<file path="src/rtl/keypad_pin_check.sv">
// Keypad PIN checker: collects four BCD digits, compares them to PIN on '#',
// pulses the door lock on a match. Optional lockout via `KEYPAD_LOCKOUT_EN.
module keypad_pin_check #(
    parameter logic [15:0] PIN            = 16'h1234,
    parameter int unsigned UNLOCK_CYCLES  = 50_000_000,
    parameter int unsigned TIMEOUT_CYCLES = 250_000_000,
    parameter int unsigned MAX_FAIL       = 3,
    parameter int unsigned LOCK_CYCLES    = 1_500_000_000
) (
    input  logic       clk,
    input  logic       reset,
    input  logic       key_valid,
    input  logic [3:0] key_num,
    input  logic       room_booked,
    output logic       unlock_signal,
    output logic       deny,
    output logic       locked_out,
    output logic       entry_active,
    output logic [2:0] digit_count
);

    localparam int unsigned MAX_UT =
        (UNLOCK_CYCLES > TIMEOUT_CYCLES) ? UNLOCK_CYCLES : TIMEOUT_CYCLES;
`ifdef KEYPAD_LOCKOUT_EN
    localparam int unsigned MAX_C =
        (LOCK_CYCLES > MAX_UT) ? LOCK_CYCLES : MAX_UT;
`else
    localparam int unsigned MAX_C = MAX_UT;
`endif
    localparam int TW = (MAX_C > 2) ? $clog2(MAX_C) : 1;

    localparam logic [TW-1:0] UNLOCK_LAST  = TW'(UNLOCK_CYCLES - 1);
    localparam logic [TW-1:0] TIMEOUT_LAST = TW'(TIMEOUT_CYCLES - 1);
`ifdef KEYPAD_LOCKOUT_EN
    localparam logic [TW-1:0] LOCK_LAST    = TW'(LOCK_CYCLES - 1);
    localparam int            FW           = $clog2(MAX_FAIL + 1);
    localparam logic [FW-1:0] FAIL_LIMIT   = FW'(MAX_FAIL);
`endif

    typedef enum logic [2:0] {
        IDLE,
        ENTRY,
        CHECK,
        GRANT,
`ifdef KEYPAD_LOCKOUT_EN
        LOCKOUT,
`endif
        DENY
    } state_t;

    state_t          state_q, state_d;
    logic [15:0]     buf_q, buf_d;
    logic [2:0]      cnt_q, cnt_d;
    logic [TW-1:0]   timer_q, timer_d;
    logic            unlock_q, unlock_d;
    logic            deny_q, deny_d;
    logic            active_q, active_d;
`ifdef KEYPAD_LOCKOUT_EN
    logic [FW-1:0]   fail_q, fail_d;
    logic [FW-1:0]   fail_inc;
    logic            lock_q, lock_d;
`endif

    logic is_digit;
    logic is_clr;
    logic is_ent;

    // Classify the key strobe; codes C-F never qualify
    always_comb begin
        is_digit = key_valid && (key_num <= 4'd9);
        is_clr   = key_valid && (key_num == 4'hA);
        is_ent   = key_valid && (key_num == 4'hB);
    end

    // Next-state, datapath and registered-output decode
    always_comb begin
        state_d = state_q;
        buf_d   = buf_q;
        cnt_d   = cnt_q;
        timer_d = '0;
`ifdef KEYPAD_LOCKOUT_EN
        fail_d   = fail_q;
        fail_inc = (fail_q == FAIL_LIMIT) ? fail_q : fail_q + FW'(1);
`endif
        case (state_q)
            IDLE: begin
                if (is_digit) begin
                    buf_d   = {12'h000, key_num};
                    cnt_d   = 3'd1;
                    state_d = ENTRY;
                end
            end
            ENTRY: begin
                // An expiring timeout beats a key arriving in the same cycle
                if (timer_q == TIMEOUT_LAST) begin
                    state_d = IDLE;
                end else if (is_clr) begin
                    state_d = IDLE;
                end else if (is_ent) begin
                    state_d = CHECK;
                end else if (is_digit) begin
                    if (cnt_q < 3'd4) begin
                        buf_d = {buf_q[11:0], key_num};
                        cnt_d = cnt_q + 3'd1;
                    end
                end else begin
                    timer_d = timer_q + TW'(1);
                end
            end
            CHECK: begin
                if (cnt_q == 3'd4 && buf_q == PIN && !room_booked) begin
                    state_d = GRANT;
                end else begin
                    state_d = DENY;
                end
            end
            GRANT: begin
`ifdef KEYPAD_LOCKOUT_EN
                fail_d = '0;
`endif
                if (timer_q == UNLOCK_LAST) begin
                    state_d = IDLE;
                end else begin
                    timer_d = timer_q + TW'(1);
                end
            end
            DENY: begin
`ifdef KEYPAD_LOCKOUT_EN
                fail_d  = fail_inc;
                state_d = (fail_inc == FAIL_LIMIT) ? LOCKOUT : IDLE;
`else
                state_d = IDLE;
`endif
            end
`ifdef KEYPAD_LOCKOUT_EN
            LOCKOUT: begin
                if (timer_q == LOCK_LAST) begin
                    state_d = IDLE;
                    fail_d  = '0;
                end else begin
                    timer_d = timer_q + TW'(1);
                end
            end
`endif
            default: state_d = IDLE;
        endcase

        if (state_d != ENTRY && state_d != CHECK) begin
            buf_d = '0;
            cnt_d = '0;
        end

        unlock_d = (state_d == GRANT);
        deny_d   = (state_d == DENY);
        active_d = (state_d == ENTRY);
`ifdef KEYPAD_LOCKOUT_EN
        lock_d   = (state_d == LOCKOUT);
`endif
    end

    // State, datapath and output registers
    always_ff @(posedge clk or posedge reset) begin
        if (reset) begin
            state_q  <= IDLE;
            buf_q    <= '0;
            cnt_q    <= '0;
            timer_q  <= '0;
            unlock_q <= 1'b0;
            deny_q   <= 1'b0;
            active_q <= 1'b0;
`ifdef KEYPAD_LOCKOUT_EN
            fail_q   <= '0;
            lock_q   <= 1'b0;
`endif
        end else begin
            state_q  <= state_d;
            buf_q    <= buf_d;
            cnt_q    <= cnt_d;
            timer_q  <= timer_d;
            unlock_q <= unlock_d;
            deny_q   <= deny_d;
            active_q <= active_d;
`ifdef KEYPAD_LOCKOUT_EN
            fail_q   <= fail_d;
            lock_q   <= lock_d;
`endif
        end
    end

    assign unlock_signal = unlock_q;
    assign deny          = deny_q;
    assign entry_active  = active_q;
    assign digit_count   = cnt_q;
`ifdef KEYPAD_LOCKOUT_EN
    assign locked_out    = lock_q;
`else
    assign locked_out    = 1'b0;
`endif

endmodule

</file>
<file path="config.mk">
export PLATFORM = sky130hd
export DESIGN_NAME = keypad_pin_check
export DESIGN_NICKNAME = d
export VERILOG_FILES = /design/src/rtl/keypad_pin_check.sv
export SDC_FILE = /design/constraint.sdc
export NUM_CORES = 1
export LEC_CHECK = 0
export ABC_AREA = 1
export CAP_MARGIN = 20
export CORE_MARGIN = 1
export CORE_UTILIZATION = 53
export CTS_CLUSTER_SIZE = 40
export DETAILED_ROUTE_END_ITERATION = 16
export PLACE_DENSITY = 0.73
export SLEW_MARGIN = 10
export SYNTH_ARGS = -nofsm -noshare
export SYNTH_HDL_FRONTEND = slang
export SYNTH_SLANG_ARGS = --single-unit
</file>
<file path="constraint.sdc">
create_clock -name clk -period 4.81 [get_ports clk]
set_input_delay 0.962 -clock clk [delete_from_list [all_inputs] [get_ports clk]]
set_output_delay 0.962 -clock clk [all_outputs]
set_load 0.005 [all_outputs]
</file>
After elaboration in Yosys (flattened, before gate mapping)
Index checks and enable logic that the tools add are counted.
Word-level totals
  word-level logic and storage cells: 70
  bits in registers: 53
  bits of input ports: 8
  output and inout port bits: 7
Cells by class
  equality and inequality tests: 20
  add/subtract/negate cells: 2
  magnitude comparators: 2
  mux-type cells: 29
  reductions and logical operators: 10
Operators by type and width (number)
  28-bit two-way mux: 5
  16-bit two-way mux: 7
  28-bit case mux with 2 select lines: 1
  3-bit two-way mux: 13
  16-bit case mux with 2 select lines: 1
  28-bit by 1-bit adder with 28-bit output, second input constant: 1
  28-bit by 26-bit equality test with 1-bit output, second input constant: 1
  28-bit equality test, second input constant: 1
  3-bit inequality test, second input constant: 6
  16-bit by 13-bit equality test with 1-bit output, second input constant: 1
  3-bit case mux with 4 select lines: 1
  3-bit by 2-bit equality test with 1-bit output, second input constant: 3
  4-bit equality test, second input constant: 2
  7-bit AND reduction: 1
  3-bit by 1-bit equality test with 1-bit output, second input constant: 2
  3-bit equality test, second input constant: 2
  1-bit logical AND: 6
  3-bit case mux with 2 select lines: 1
  4-bit less-or-equal comparator, second input constant: 1
  3-bit by 1-bit adder with 3-bit output, second input constant: 1
  3-bit logical NOT: 1
  3-bit less-than comparator, second input constant: 1
  3-bit by 1-bit inequality test with 1-bit output, second input constant: 1
  3-bit by 2-bit inequality test with 1-bit output, second input constant: 1
  other kinds (2): 2

Logic depth before layout (Yosys ltp)
Gate-level depths: netlist of the first run.
  depth in word-level cells: 10
  gate-level depth with buffers: 11
  mapped depth without buffers: 10

Least setup slack after synthesis of the first run
No wires, ideal clock.
  kind: input to register
  start point: in key_num[3]
  end point: reg buf_q[0]
  required time: 4733 ps
  data arrival time: 1940 ps
  buffers on the path: 1
  stages on the path: 9
  setup time: 77 ps
  path slack: 2792 ps
  cells stage by stage: inv_1 -> nor2_1 -> nand3_1 -> a21boi_0 -> nand2_1 -> nor2_2 -> nor2_8 -> buf_8 -> a21oi_1
Between the ends
  longest elaborated chain between the ends: 10
  elaborated cells between the ends (all ways): 23
  classes of those cells: order compare: 1; eq/ne: 10; mux: 6; reduce/logical: 6
Ends and longest elaborated chain
  start, declared: RTL line 13  | input logic [3:0] key_num,
  4-bit equality test: RTL line 72  | is_ent = key_valid && (key_num == 4'hB);
  1-bit logical AND: RTL line 72
  3-bit two-way mux: RTL line 99  | end else if (is_ent) begin
  3-bit two-way mux: RTL line 97  | end else if (is_clr) begin
  3-bit two-way mux: RTL line 95  | if (timer_q == TIMEOUT_LAST) begin
  3-bit case mux with 4 select lines: RTL line 85  | case (state_q)
  3-bit by 1-bit inequality test with 1-bit output or 3-bit by 2-bit inequality test with 1-bit output (tied branches): RTL line 148  | if (state_d != ENTRY && state_d != CHECK) begin
  1-bit logical AND: RTL line 148
  3-bit inequality test (no source line) or 3-bit nonzero test (tied branches)
  7-bit AND reduction (no source line)
  end signal, assigned: RTL line 177  | buf_q <= buf_d;
  end, declared: RTL line 52  | logic [15:0] buf_q, buf_d;
Parallel ways exist; a longest one is shown, timed or not.
A chain may end at the register's enable or synchronous reset.

Worst setup path after layout of the first run
  start point: in key_num[1]
  end point: reg buf_q[3]
Same word-level chain as after synthesis.

==> metrics.cfg, run 1 <==
[status]
status=complete, no violations

[clock_tree]
clkTransAtPathRegs_ns=0.10
clk_root_buffer_cell=clkbuf_8
h-tree-depth=2
clock_latency_ns=0.32
clock_path_buffers=2
post_cts_buffers=0
ctsHoldBuffers=0
cts_tree=done
cts_resized=0
cts-buffers-inserted=5
cts_sinks=53

[final_layout]
nFillCells=526
num_antenna_cells=0
finalNetCount=421
post-route-util_pct=60.7
drive_above_1_share_pct=7.30
layout.cells.non_filler=483
area_delta_synth_final_pct=8.58
finish.instance_area_um2=3400

[route]
drc=0
wl_per_cell_um=14.3
drt-total-wl_mm=6.91
dr.pass1.iters=6
avgViaCountPerCell=5.64
drtAntennaViolNets=0
drt_iter0_drc=240
vias=2726

[place]
place_congestion=0.932
io_buffers=13
hpwlAfterDp_mm=4.99
place_area_um2=3280
dpl.cell_count=474

[die]
die_w_um=78.9
initial_core_util_pct=55.9
design.core.area_um2=5610
die_area_um2=6230
ios=15
die_h_um=78.9
rows=27

[timing]
setup_viol=0
post-route-min-period_ns=2.77
fin_skew_ns=0.0128
min_period_over_period_pct=57.5
fin_tns_setup_ns=0
slew_headroom_pct=48.6
rsz0062_at_grt=no
worstMarginPinSlew_ns=0.769
max_freq_mhz=362
hold_violations=0
drv_slew=0

[worst_setup_path]
worstSetupPathType=primary input to register
r2r-end=timer_q[4]
crit_path_end=buf_q[3]
startpoint_type=primary input
required_ns=5.07
path_max_fanout=18
cp-startpoint=key_num[1]
reg2reg_depth=9
worstPathArrival_ns=3.02
reg2reg_slack_ns=2.29
endpoint_kind=register
r2r_start=timer_q[0]

[grt]
grt_use_total_pct=24.5
grt_pass1_wl_mm=11.8
grt_max_degree=54
antenna_found_initial=0
grt_util_met1_pct=37.7
use_met2_pct=34.3
grt_pass1_vias=2500
grtUsageMet3_pct=4.83
busiest_layer=met1
grt_overflow=0

[min_path]
hp-class=register to register

[power_and_ir_drop]
power_density_nw_per_um2=222
irDropWorstVdd_mv=0.153
power_leakage_nw=1.43

[synth]
yosys_warnings=0
yosysMostFrequentCell=nand2_1
ys_types=36
synth_edf_count=0
ys.flop_type=dfrtp_1
ys_ff_latch=53
netlist_area_um2=3130
ys_async_sr_fraction_pct=100
syn_nets=413
synth_area_leaders=dfrtp_1 (42%), nand2_1 (9.1%), nand3_1 (7.0%)
synth_common_cells=nand2_1 (76), dfrtp_1 (53), nand3_1 (44), inv_1 (42), nor2_1 (40)
netlist.area_leader.share_pct=42.3
yosysSeqAreaShare_pct=42.3
synth_area_leader_cell=dfrtp_1
synth.avg_cell_area_um2=7.80
syn-instance-count=402

[job]
cap_violations=0

## layer usage
layer	vias to the layer above	routed length (um)
li1	1338	-
met1	1258	3450
met2	118	2880
met3	12	454
met4	0	113
met5	-	0
## power by group
part	switching (mW)	internal, mW
Clock	0.155	0.133
Sequential	0	0.445
Combinational	0.0128	0.00765
## worst min path at each step
stage,to,from,cells past startpoint
global placement,timer_q[0],timer_q[0],1
CTS,timer_q[0],timer_q[0],1
detailed placement,timer_q[0],timer_q[0],1
global route,timer_q[0],timer_q[0],1
floorplan,timer_q[0],timer_q[0],1
finish,timer_q[0],timer_q[0],1
## area by class of cell
cell class | instances | area (um^2) | share of cell area (%)
clock inverter | 1 | 8.76 | 0.257
timing repair buffer | 15 | 158 | 4.63
clock buffer | 7 | 96.3 | 2.83
sequential | 53 | 1330 | 39.0
multi-input combinational | 292 | 1560 | 45.9
tap | 72 | 90.1 | 2.65
inverter | 43 | 161 | 4.74
## cell usage in the layout, fill, tap and decap left out, drive strengths merged, types with 13 or more instances in the layout
cell / netlist / final
a21oi: 37 / 37
clkdlybuf4s50: 0 / 13
dfrtp: 53 / 53
inv: 43 / 44
nand2: 81 / 81
nand3: 45 / 45
nand4: 24 / 24
nor2: 46 / 46
nor3: 17 / 17
xor2: 15 / 15
## state kept, by name, summed over array words and instances, names as in the netlist
| register | flops |
|---|---|
| timer_q | 28 |
| digit_count | 3 |
| entry_active | 1 |
| state_q | 3 |
| deny | 1 |
| unlock_signal | 1 |
| buf_q | 16 |
## worst max-delay path, stage by stage
cell and delay (ns):
clkdlybuf4s50_1 0.45, o21ai_0 0.21, nand2_1 0.14, nor3_4 0.53, nand3_4 0.28, nand2_1 0.22
nand2_1 0.09, a21oi_1 0.14
## cells by family after synthesis
kind of cell | share of synthesized area (%)
AND/OR/NAND/NOR | 35.8
buffers and inverters | 7.82
flip-flops | 42.3
AO/OA/AOI/OAI | 7.70
XOR/XNOR | 5.03
adder cells (fa/ha/maj) | 1.20
other | 0.120
## metrics by stage
stage / setup slack, ns / hold WS, ns / power (mW)
CTS: 2.08 / 0.508 / 0.758
global route: 1.85 / 0.554 / 0.778
finish: 2.04 / 0.509 / 0.754
detailed placement: 1.74 / 0.495 / 0.473
floorplan: 2.56 / 0.468 / 0.464
global placement: 1.84 / 0.496 / 0.473
(Power assumes the default switching activity.)
==> run 2, diff against run 1 <==
==> constraint.sdc (replaced) <==
create_clock -name clk -period 2.75 [get_ports clk]
set_input_delay 0.55 -clock clk [delete_from_list [all_inputs] [get_ports clk]]
set_output_delay 0.55 -clock clk [all_outputs]
set_load 0.005 [all_outputs]
==> run 2 against run 1 <==
Cell count increased by 0.83%. Critical path depth stayed put. Sequential power rose by 75%. Critical path type unchanged. Largest cell class unchanged.
==> metrics.cfg, run 2 (synthesis gave the netlist of run 1 again) <==
[die]
initial_core_util_pct=55.9  ; unchanged
ios=15  ; unchanged
die_area_um2=6230  ; unchanged
design.core.area_um2=5610  ; unchanged
die_w_um=78.9  ; unchanged
die_h_um=78.9  ; unchanged
rows=27  ; unchanged

[worst_setup_path]
cp_slowest_cell=clkdlybuf4s50_1
path_max_fanout=20  ; +2
worstPathArrival_ns=2.26  ; -0.76 ns
r2r_start=timer_q[0]
r2r-end=digit_count[1]
required_ns=2.98  ; -2.09 ns
reg2reg_slack_ns=0.73  ; -1.56 ns
path_cells=clkdlybuf4s50_1 -> nor2_1 -> nand3b_1 -> nand2_1 -> nor2_4 -> nand3_1 -> buf_4 -> a21oi_1
reg2reg_depth=10  ; +1
worstSetupPathType=primary input to register
startpoint_type=primary input
endpoint_kind=register
crit_buf_inv=2  ; +1
cpPeakStageDelay_ns=0.50  ; -0.03 ns
path_delay_family=simple AND/OR/NAND/NOR gates

[clock_tree]
cts_tree=done
cts_sinks=53  ; unchanged
clock_latency_ns=0.32  ; about the same
cts_resized=0  ; unchanged
clock_path_buffers=2  ; unchanged
cts-buffers-inserted=5  ; unchanged
h-tree-depth=2  ; unchanged
clkTransAtPathRegs_ns=0.11  ; about the same
post_cts_buffers=0  ; unchanged
ctsHoldBuffers=0  ; unchanged
clk_root_buffer_cell=clkbuf_8

[final_layout]
mostFrequentLayoutCell=nand2_1
largest_reg_flops=28  ; unchanged
final_cell_mix=nand2_1 (76), dfrtp_1 (53), nand3_1 (44)
drive_above_1_share_pct=8.19  ; +0.89 points
finalNetCount=425  ; +0.95%
post-route-util_pct=60.9  ; +0.18 points
reg.largest.list=timer_q x28, buf_q x16
nFillCells=506  ; -3.8%
num_antenna_cells=0  ; unchanged
top_register=timer_q
area_delta_synth_final_pct=8.90

[power_and_ir_drop]
power_leakage_nw=1.44  ; +0.80%
clkPwrFrac_pct=37.2  ; -1.1 points
p_sw_share_pct=24.0  ; +1.7 points
power_density_nw_per_um2=379  ; +71%
irDropWorstVdd_mv=0.249  ; +63%
p_int_uw=984  ; +68%
p_sw_uw=311  ; +85%
power_frac_seq_pct=60.1  ; +1.1 points
pwr-share-comb_pct=2.7  ; about the same

[route]
drtAntennaViolNets=0  ; unchanged
dr.pass1.iters=5  ; -1
drc=0  ; unchanged
wl_per_cell_um=14.6  ; +2.1%
avgViaCountPerCell=5.63  ; -0.31%
vias=2740  ; +0.51%
drt_iter0_drc=212  ; -12%
drt-total-wl_mm=7.11  ; +3.0%

[timing]
fin_tns_setup_ns=0  ; unchanged
whs_ns=0.520  ; +0.0117 ns
hold_violations=0  ; unchanged
drv_slew=0  ; unchanged
worstMarginPinSlew_ns=0.722  ; -0.0474 ns
min_period_over_period_pct=73.6
max_freq_mhz=494
rsz0062_at_grt=no
post-route-min-period_ns=2.02
setup_viol=0  ; unchanged
fin_skew_ns=0.00737  ; -0.00548 ns
slew_headroom_pct=51.5  ; +2.8 points

[grt]
grt_use_total_pct=24.9  ; +0.40 points
grt_pass1_wl_mm=12.0  ; +2.2%
grt_pass1_vias=2519  ; +0.76%
grt_max_degree=21  ; -61%
antenna_found_initial=0  ; unchanged
grt_overflow=0  ; unchanged

[status]
status=complete, no violations

[job]
cap_violations=0  ; unchanged

[place]
place_congestion=0.940  ; +0.89%
io_buffers=13  ; unchanged
hpwlAfterDp_mm=5.21  ; +4.5%

[min_path]
hp-class=primary input to asynchronous set/reset pin

-- run 2: changes by cell type in the layout (fill, tap and decap cells not counted), sizes merged --
cell,delta
clkbuf,-2
inv,+2
buf,+4
-- run 2: worst reg2reg max path: cells and delay by family (launching register included) --
kind                     cells  cell delay, ns
AND/OR/NAND/NOR              8            1.15
flip-flops                   1            0.42
adder cells (fa/ha/maj)      1            0.25
AO/OA/AOI/OAI                1            0.09
-- run 2: worst max-delay path by stage --
| stage | cells after the start | endpoint | slack [ns] | start |
|---|---|---|---|---|
| after detailed placement | 8 | timer_q[6] | 0.40 | key_num[2] |
| after global placement | 8 | timer_q[23] | 0.51 | key_num[2] |
| after CTS | 10 | digit_count[1] | 0.74 | timer_q[0] |
| final | 8 | timer_q[6] | 0.73 | key_num[2] |
| after floorplan | 1 | buf_q[0] | 0.91 | reset |
| after global routing | 10 | buf_q[2] | 0.53 | timer_q[0] |
-- run 2: layout make-up --
class,instances,area (um^2),share of cell area (%)
multi-input combinational,292,1560,45.8
sequential,53,1330,38.9
timing repair buffer,19,175,5.13
inverter,43,161,4.73
tap,72,90.1,2.64
clock buffer,5,68.8,2.02
clock inverter,3,28.8,0.843
-- run 2: metrics by stage --
step	instance area, um^2	std cells	total power, mW	worst slack, ns
floorplan	3130	402	0.812	0.914
global placement	3320	479	0.829	0.505
detailed placement	3320	479	0.830	0.400
CTS	3410	487	1.31	0.735
global route	3410	487	1.34	0.535
finish	3410	487	1.30	0.726
-- run 2: routing by layer --
| layer | share of wire [%] | vias to the layer above | wire length, um | global-route usage (%) |
|---|---|---|---|---|
| li1 | - | 1347 | - | - |
| met1 | 50 | 1290 | 3550 | 38.1 |
| met2 | 43 | 98 | 3070 | 36.3 |
| met3 | 5.7 | 5 | 404 | 3.79 |
| met4 | 1.2 | 0 | 83 | 7.45 |
| met5 | 0 | - | 0 | 0 |
-- run 2: power by group through the flow --
| stage | sequential (mW) | combinational, mW | clock [mW] |
|---|---|---|---|
| global route | 0.779 | 0.0407 | 0.518 |
| floorplan | 0.794 | 0.0176 | 0 |
| finish | 0.779 | 0.0347 | 0.482 |
| detailed placement | 0.794 | 0.0357 | 0 |
| CTS | 0.779 | 0.0357 | 0.495 |
| global placement | 0.794 | 0.0352 | 0 |
==> run 3, diff against run 2 <==
--- a/config.mk
+++ b/config.mk
@@ -11,7 +11,7 @@
 export CORE_UTILIZATION = 53
 export CTS_CLUSTER_SIZE = 40
 export DETAILED_ROUTE_END_ITERATION = 16
-export PLACE_DENSITY = 0.73
+export PLACE_DENSITY = 0.76
 export SLEW_MARGIN = 10
 export SYNTH_ARGS = -nofsm -noshare
 export SYNTH_HDL_FRONTEND = slang
==> constraint.sdc (replaced) <==
create_clock -name clk -period 1.66 [get_ports clk]
set_input_delay 0.332 -clock clk [delete_from_list [all_inputs] [get_ports clk]]
set_output_delay 0.332 -clock clk [all_outputs]
set_load 0.005 [all_outputs]
==> run 3 against run 2 <==
The run now ends with negative setup slack left. Flip-flop and latch count did not move. Non-clock buffer count rose by 37. Core utilization rose by 7.0 points. Wire length rose by 9.2%. Highest routed layer unchanged. Largest power group unchanged. Total power rose by 65%. Hold slack got worse by 0.19 ns. Global-route usage rose by 2.6 points. Design area rose by 12%. Cell count rose by 7.6%. Largest cell class unchanged.
==> metrics.cfg, run 3 (synthesis gave the netlist of run 1 again) <==
[status]
status=finished, violations left
violations=negative setup slack

[power_and_ir_drop]
fin_total_pwr_mw=2.13  ; +65%
power_density_nw_per_um2=560  ; +48%
power_leakage_nw=1.65  ; +15%
irDropWorstVdd_mv=0.421  ; +69%

[final_layout]
num_antenna_cells=0  ; unchanged
reg.largest.list=timer_q x28, buf_q x16
finish.instance_area_um2=3810  ; +12%
area_delta_synth_final_pct=21.5
drive_above_1_share_pct=19.2  ; +11 points
final_cell_mix=nand2_1 (70), dfrtp_1 (52), nand3_1 (43)
largest_reg_flops=28  ; unchanged
finalNetCount=462  ; +8.7%
top_register=timer_q
mostFrequentLayoutCell=nand2_1
nFillCells=468  ; -7.5%

[min_path]
hp-class=primary input to asynchronous set/reset pin

[die]
die_h_um=78.9  ; unchanged
ios=15  ; unchanged
die_w_um=78.9  ; unchanged
design.core.area_um2=5610  ; unchanged
rows=27  ; unchanged
die_area_um2=6230  ; unchanged
initial_core_util_pct=55.9  ; unchanged

[place]
hpwlAfterDp_mm=5.70  ; +9.3%
io_buffers=13  ; unchanged
place_area_um2=3590  ; +8.3%
place_congestion=0.984  ; +4.6%

[worst_setup_path]
crit_buf_inv=1  ; -1
cpPeakStageDelay_ns=0.37  ; -0.13 ns
worstPathArrival_ns=1.91  ; -0.35 ns
startpoint_type=register
endpoint_kind=register
cp_slowest_cell=dfrtp_1
critical_path_depth=11  ; +3
required_ns=1.87  ; -1.11 ns
worstSetupPathType=register to register
reg2reg_depth=11  ; +1
path_common_cell=nand2_4
path_max_fanout=14  ; -30%
path_cells=ha_2 -> nand2_2 -> nor2_4 -> nand2_4 -> nor2_4 -> nand2_4 -> nand2_4 -> nand2_4 -> nor2_8 -> buf_12 -> a21oi_1
path_delay_family=simple AND/OR/NAND/NOR gates

[grt]
grt_overflow=0  ; unchanged
grt_pass1_wl_mm=13.3  ; +11%
grt_max_degree=20  ; -4.8%
grt_pass1_vias=2906  ; +15%
grt_use_total_pct=27.5  ; +2.6 points
antenna_found_initial=0  ; unchanged

[route]
drc=0  ; unchanged
drt_iter0_drc=262  ; +24%
drt-total-wl_mm=7.77  ; +9.2%
wl_per_cell_um=14.8  ; +1.5%
drtAntennaViolNets=0  ; unchanged
dr.pass1.iters=5  ; unchanged
vias=2990  ; +9.1%
avgViaCountPerCell=5.71  ; +1.4%

[clock_tree]
h-tree-depth=2  ; unchanged
clk_root_buffer_cell=clkbuf_8
cts-buffers-inserted=5  ; unchanged
ctsHoldBuffers=0  ; unchanged
clock_path_buffers=2  ; unchanged
clock_latency_ns=0.32  ; about the same
clkTransAtPathRegs_ns=0.10  ; about the same
cts_sinks=53  ; unchanged
cts_tree=done

[timing]
post-route-min-period_ns=1.70
layout_setup_ws_ns=-0.0391  ; -0.765 ns
fin_skew_ns=0.0112  ; +0.00382 ns
min_period_over_period_pct=102
drv_slew=0  ; unchanged
setup_viol=19  ; +19
max_freq_mhz=589
whs_ns=0.327  ; -0.194 ns
hold_violations=0  ; unchanged
rsz0062_at_grt=yes

[job]
cap_violations=0  ; unchanged

## run 3: cell count changes in the layout (fill, tap and decap cells not counted), sizes merged
cell	before	now
inv	46	44
buf	6	43
clkinv	0	1
clkinvlp	0	1
## run 3: timing repair
item,4_1_cts,5_1_grt
gates resized for setup,8,17
setup endpoints to repair,29,50
setup buffers,2,2
cloned,0,0
endpoints found under the hold margin,0,0
pin swaps,2,3
## run 3: through the flow
stage | util [%] | setup TNS [ns] | setup slack [ns] | cells
after floorplan | - | -0.0831 | -0.0123 | 402
after global placement | 64.0 | -11.29 | -0.307 | 512
after detailed placement | 64.0 | -13.14 | -0.353 | 512
after CTS | 66.7 | 0 | 0.00833 | 522
after global routing | 67.9 | -5.60 | -0.148 | 524
final | 67.9 | -0.487 | -0.0391 | 524
## run 3: routing by layer
layer	up-vias	wire length [um]	track usage [%]
li1	1424	-	-
met1	1393	3600	38.7
met2	151	3480	41.6
met3	22	510	4.83
met4	0	171	12.2
met5	-	0	0
## run 3: report_power, final
| part | leakage, nW | total, mW | switching [mW] | internal [mW] |
|---|---|---|---|---|
| clock network | 0.0447 | 0.766 | 0.460 | 0.305 |
| registers | 0.688 | 1.29 | 0 | 1.29 |
| logic | 0.922 | 0.0770 | 0.0425 | 0.0346 |
## run 3: final timing paths
kind / from / endpoint / slack [ns]
setup / recovery: timer_q[0] / buf_q[7] / -0.04
hold / removal: reset / timer_q[6] / 0.33
setup reg to reg: timer_q[0] / buf_q[7] / -0.04
hold reg to reg: buf_q[15] / buf_q[15] / 0.56
max in group asynchronous: reset / timer_q[8] / 0.88
min in group clk: buf_q[15] / buf_q[15] / 0.56
## run 3: final cells by class
cell class / instances / area, um^2 / area share (%)
Inverter: 43 / 161 / 4.24
Timing Repair Buffer: 56 / 513 / 13.5
Clock buffer: 5 / 68.8 / 1.81
Tap cell: 72 / 90.1 / 2.37
Sequential cell: 53 / 1330 / 34.9
Clock inverter: 3 / 25.0 / 0.657
Multi-Input combinational cell: 292 / 1620 / 42.6
